**config.mk**
```make
export PLATFORM = sky130hd
export DESIGN_NAME = stepper_pulse_generator
export DESIGN_NICKNAME = d
export VERILOG_FILES = /design/src/rtl/stepper_pulse_generator.sv
export SDC_FILE = /design/constraint.sdc
export NUM_CORES = 1
export LEC_CHECK = 0
export CAP_MARGIN = 20
export CORE_MARGIN = 4
export CORE_UTILIZATION = 40
export DETAILED_ROUTE_END_ITERATION = 10
export PLACE_DENSITY = 0.66
export SYNTH_ARGS = -nofsm -noshare
export SYNTH_HDL_FRONTEND = slang
export SYNTH_SLANG_ARGS = --single-unit
```
**constraint.sdc**
```tcl
create_clock -name clk -period 3.31 [get_ports clk]
set_input_delay 0.8275 -clock clk [delete_from_list [all_inputs] [get_ports clk]]
set_output_delay 0.8275 -clock clk [all_outputs]
set_load 0.02 [all_outputs]
```
**src/rtl/stepper_pulse_generator.sv**
```systemverilog
// Stepper STEP/DIR pulse generator for two joints driven in lockstep.
// Ports: clk, reset (sync, active high), cmd_valid/cmd_ready handshake,
//   th1_steps/th2_steps (signed 9-bit deltas), abort, step1/dir1,
//   step2/dir2, busy, done, aborted, th1_pos/th2_pos (absolute counts).
module stepper_pulse_generator #(
  parameter int PULSE_CYCLES     = 50,
  parameter int DIR_SETUP_CYCLES = 10,
  parameter int POS_W            = 16
) (
  input  logic             clk,
  input  logic             reset,
  input  logic             cmd_valid,
  output logic             cmd_ready,
  input  logic [8:0]       th1_steps,
  input  logic [8:0]       th2_steps,
  input  logic             abort,
  output logic             step1,
  output logic             dir1,
  output logic             step2,
  output logic             dir2,
  output logic             busy,
  output logic             done,
  output logic             aborted,
  output logic [POS_W-1:0] th1_pos,
  output logic [POS_W-1:0] th2_pos
);

  localparam int CMAX = (PULSE_CYCLES > DIR_SETUP_CYCLES) ?
                        PULSE_CYCLES : DIR_SETUP_CYCLES;
  localparam int CW = $clog2(CMAX) + 1;
  localparam logic [CW-1:0] C_ONE = CW'(1);
  localparam logic [CW-1:0] C_SETUP = CW'(DIR_SETUP_CYCLES - 1);
  localparam logic [CW-1:0] C_PULSE = CW'(PULSE_CYCLES - 1);
  localparam logic [POS_W-1:0] P_ONE = POS_W'(1);

  typedef enum logic [2:0] {
    S_IDLE,
    S_SETUP,
    S_STEP_HI,
    S_STEP_LO,
    S_DONE
  } state_t;

  state_t      state;
  logic [CW-1:0] cnt;
  logic [9:0]  rem1;
  logic [9:0]  rem2;
  logic        abort_pend;

  // Magnitude of a 9-bit two's complement delta; -256 maps to 256.
  function automatic logic [9:0] mag(input logic [8:0] s);
    logic [9:0] ext;
    ext = {s[8], s};
    return s[8] ? (10'd0 - ext) : ext;
  endfunction

  always_ff @(posedge clk) begin
    if (reset) begin
      state      <= S_IDLE;
      cnt        <= '0;
      rem1       <= '0;
      rem2       <= '0;
      abort_pend <= 1'b0;
      step1      <= 1'b0;
      step2      <= 1'b0;
      dir1       <= 1'b0;
      dir2       <= 1'b0;
      busy       <= 1'b0;
      done       <= 1'b0;
      aborted    <= 1'b0;
      cmd_ready  <= 1'b1;
      th1_pos    <= '0;
      th2_pos    <= '0;
    end else begin
      case (state)
        S_IDLE: begin
          if (cmd_valid) begin
            rem1       <= mag(th1_steps);
            rem2       <= mag(th2_steps);
            dir1       <= ~th1_steps[8];
            dir2       <= ~th2_steps[8];
            abort_pend <= 1'b0;
            cmd_ready  <= 1'b0;
            busy       <= 1'b1;
            if (th1_steps == 9'd0 && th2_steps == 9'd0) begin
              state <= S_DONE;
              done  <= 1'b1;
            end else begin
              state <= S_SETUP;
              cnt   <= C_SETUP;
            end
          end
        end
        S_SETUP: begin
          if (abort) begin
            state   <= S_DONE;
            done    <= 1'b1;
            aborted <= 1'b1;
          end else if (cnt == '0) begin
            state <= S_STEP_HI;
            step1 <= (rem1 != 10'd0);
            step2 <= (rem2 != 10'd0);
            cnt   <= C_PULSE;
          end else begin
            cnt <= cnt - C_ONE;
          end
        end
        S_STEP_HI: begin
          // An abort here still lets the current step complete.
          if (abort) abort_pend <= 1'b1;
          if (cnt == '0) begin
            state <= S_STEP_LO;
            step1 <= 1'b0;
            step2 <= 1'b0;
            cnt   <= C_PULSE;
            if (step1) begin
              rem1    <= rem1 - 10'd1;
              th1_pos <= dir1 ? th1_pos + P_ONE : th1_pos - P_ONE;
            end
            if (step2) begin
              rem2    <= rem2 - 10'd1;
              th2_pos <= dir2 ? th2_pos + P_ONE : th2_pos - P_ONE;
            end
          end else begin
            cnt <= cnt - C_ONE;
          end
        end
        S_STEP_LO: begin
          if (cnt == '0) begin
            if (abort || abort_pend ||
                (rem1 == 10'd0 && rem2 == 10'd0)) begin
              state   <= S_DONE;
              done    <= 1'b1;
              aborted <= abort || abort_pend;
            end else begin
              state <= S_STEP_HI;
              step1 <= (rem1 != 10'd0);
              step2 <= (rem2 != 10'd0);
              cnt   <= C_PULSE;
            end
          end else begin
            cnt <= cnt - C_ONE;
            if (abort) abort_pend <= 1'b1;
          end
        end
        S_DONE: begin
          state     <= S_IDLE;
          done      <= 1'b0;
          aborted   <= 1'b0;
          busy      <= 1'b0;
          cmd_ready <= 1'b1;
        end
        default: begin
          state <= S_IDLE;
        end
      endcase
    end
  end

endmodule

```
==> results.md <==
- Sink Count: between 70 and 80
- Final Hold Viols: 0
- Site Rows: 41
- Congestion Overflow GR: 0
- Largest net degree at the start of global routing: 69
- CP Data Arrival Time: between 3 and 4 ns
- Layout cells sized above 1: 0.0602
- FF+latch count, synth: 71
- Postcts setup bufs: 0
- Asr flop ratio synth: 0
- Finish-stage setup viols: 0
- Chip Height: 121 µm
- Fillers: 1,225
- Vias in the first global route: 4,800
- Lkg Pwr: 2.40 nW
- GP Congestion: 0.895
- Routed len/inst: 14.7 µm
- Final Cycle Share: 0.868
- Main synth FF type: dfxtp_1
- Worst Setup Start Kind: primary input
- Multi-input gate area: ~3500 µm²
- Worst Hold Class: flip-flop to flip-flop
- Overall Global Routing Usage: 0.185
- Power Dens Cells: ~420 nW/µm²
- CTS max path bufs: 2
- Hold Buf Count CTS: 0
- Reg area: 1420 µm²
- Post-Synthesis Cells: ~670
- RSZ-0062 raised after global routing: false
- Cts repair resizes: 0
- DRC violations left: 0
- Placed instance count: 887
- Worst slack at placement: 0.124 ns
- Detailed-route wire length: approximately 13,000 µm
- Syn Area/Cell: 7.63 µm²
- Hold path depth: 2
- Router iterations before antenna repair: 5
- # H-tree levels: 3
- Peak supply drop: 227 µV
- Fmax: 348 MHz
- CTS tree: done
- Final Non-Filler Cells: between 900 and 1,000
- Worst-Margin Slew: 1.00 ns
- Fin Setup TNS: 0 ns
- Clk slew on worst S/H paths: 0.06 ns
- Final worst slack: between 0.4 and 0.5 ns
- Core area: between 10,000 and 15,000 µm²
- Worst-path fanout max: 10
- R2R cell count: 8
- Crit path time final: 2.87 ns
- Dpl hpwl: 9540 µm
- EDFF count, synth: 0
- Slew HR: 0.329
- Yosys warns: 0
- Starting Density: 0.408
- Critical path required time: 3.59 ns
- Final Max Tran Viols: 0
- Initial antenna violation count: 0
- Total number of vias: 5,114
- Clock root buffer: clkbuf_16
- Worst setup EP type: flip-flop
- Mapped Area: 5120 µm²
- Num CTS Buffers: 9
- Clock Skews: 0.00793 ns
- Vias per cell: 5.66
- Most frequent cells in the layout: 86 x a21oi_1, 79 x nand2_1, 71 x dfxtp_1, 60 x clkdlybuf4s50_1, 53 x nor2_1
- Total Die Area: 14,700 µm²
- Syn_nets: 730
- Seq/Total Area, Yosys: 0.277
- Port Buffers: just over 60
- Max-Cap Viols: 0
- Antenna cells: 0
- Number of nets with antenna violations after routing: 0
- Die width: 121 µm
- Worst-skew pair later-pin latency: approximately 0.34 ns
- # nets final: 784
- DR iter-0 viols: 269
- Status: completed
- First-pass GRT wire length: 22,300 µm
- Commonest non-fill, non-tap cell in the layout: a21oi_1
- I/O pin count: 62
- Distinct cell type count of the synthesized netlist: 70
- Layout area overhead: 21.3%
- Crit Path Class: primary input to flip-flop
[metal layers]
metal | wire length [µm] | GRT usage
met5 | 0 | 0
met4 | 274 | 0.0777
met3 | 540 | 0.0294
met2 | 6270 | 0.304
met1 | 6190 | 0.241
[power breakdown]
group	internal [mW]	switching (mW)
clock	0.600	0.370
sequential	0.901	0.0623
combinational	0.272	0.393
total	1.77	0.826
[kinds of logic after synthesis]
logic type	share of synthesized area
and+or+nand+nor	0.240
AOI/OAI and AO/OA	0.285
DFF	0.277
buffers and inverters	0.0403
adders and majority gates	0.0908
xor gates and xnor gates	0.0513
muxes	0.0161
[area by class of cell]
type | instances | area share
well taps | 172 | 0.0346
inverters | 20 | 0.0121
multi-input cells | 549 | 0.563
repair buffers | 75 | 0.114
clock buffers | 12 | 0.0397
clock inverters | 4 | 0.00725
flip-flops and latches | 71 | 0.229
[final timing paths]
path / startpoint / to / slack, ns
setup / recovery: th2_steps[2] / cnt[5]$_SDFFE_PP0P_ / 0.44
hold / removal: cmd_ready$_SDFFE_PP1P_ / cmd_ready$_SDFFE_PP1P_ / 0.45
hold reg to reg: cmd_ready$_SDFFE_PP1P_ / cmd_ready$_SDFFE_PP1P_ / 0.45
setup reg to reg: dir1$_SDFFE_PP0P_ / th1_pos[14]$_SDFFE_PP0P_ / 0.58
[worst max-delay path: stages]
cell             delay [ns]
clkdlybuf4s50_1        0.51
nor4_1                 0.51
nand3_1                0.29
a311oi_2               0.46
a41oi_4                0.12
a21oi_1                0.22
o2111a_1               0.20
[flip-flops by register name, summed over array words and instances, names as in the netlist, 3 cells and up]
name / count
state: 3
rem1: 10
cnt: 7
rem2: 10
th1_pos: 16
th2_pos: 16
[synth_stat cells (7+ instances only)]
cell type / count / area [µm²]
nand2b_1: 8 / 50.1
ha_1: 34 / 425
xor2_1: 8 / 70.1
nor2_1: 53 / 199
o211ai_1: 13 / 97.6
o21ai_1: 17 / 85.1
clkbuf_1: 23 / 86.3
a31oi_1: 11 / 68.8
o21ai_0: 25 / 125
a21o_1: 15 / 113
a211oi_1: 15 / 113
and3_1: 10 / 62.6
nand3_1: 17 / 85.1
dfxtp_1: 71 / 1420
or3_1: 8 / 50.1
inv_1: 20 / 75.1
nor3_1: 28 / 140
buf_2: 9 / 45.0
nand2_1: 79 / 297
xnor2_1: 22 / 193
nor4_1: 7 / 43.8
a21oi_1: 86 / 430
[through the flow]
stage	util	power, mW	hold slack (ns)	instance area (µm²)
after floorplan	-	1.45	0.458	5120
after global placement	0.471	1.62	0.436	5920
after detailed placement	0.471	1.64	0.438	5920
after CTS	0.495	2.63	0.449	6220
after global routing	0.495	2.75	0.463	6220
final	0.495	2.60	0.445	6220
Note: power is estimated with default switching activity, not from simulation.
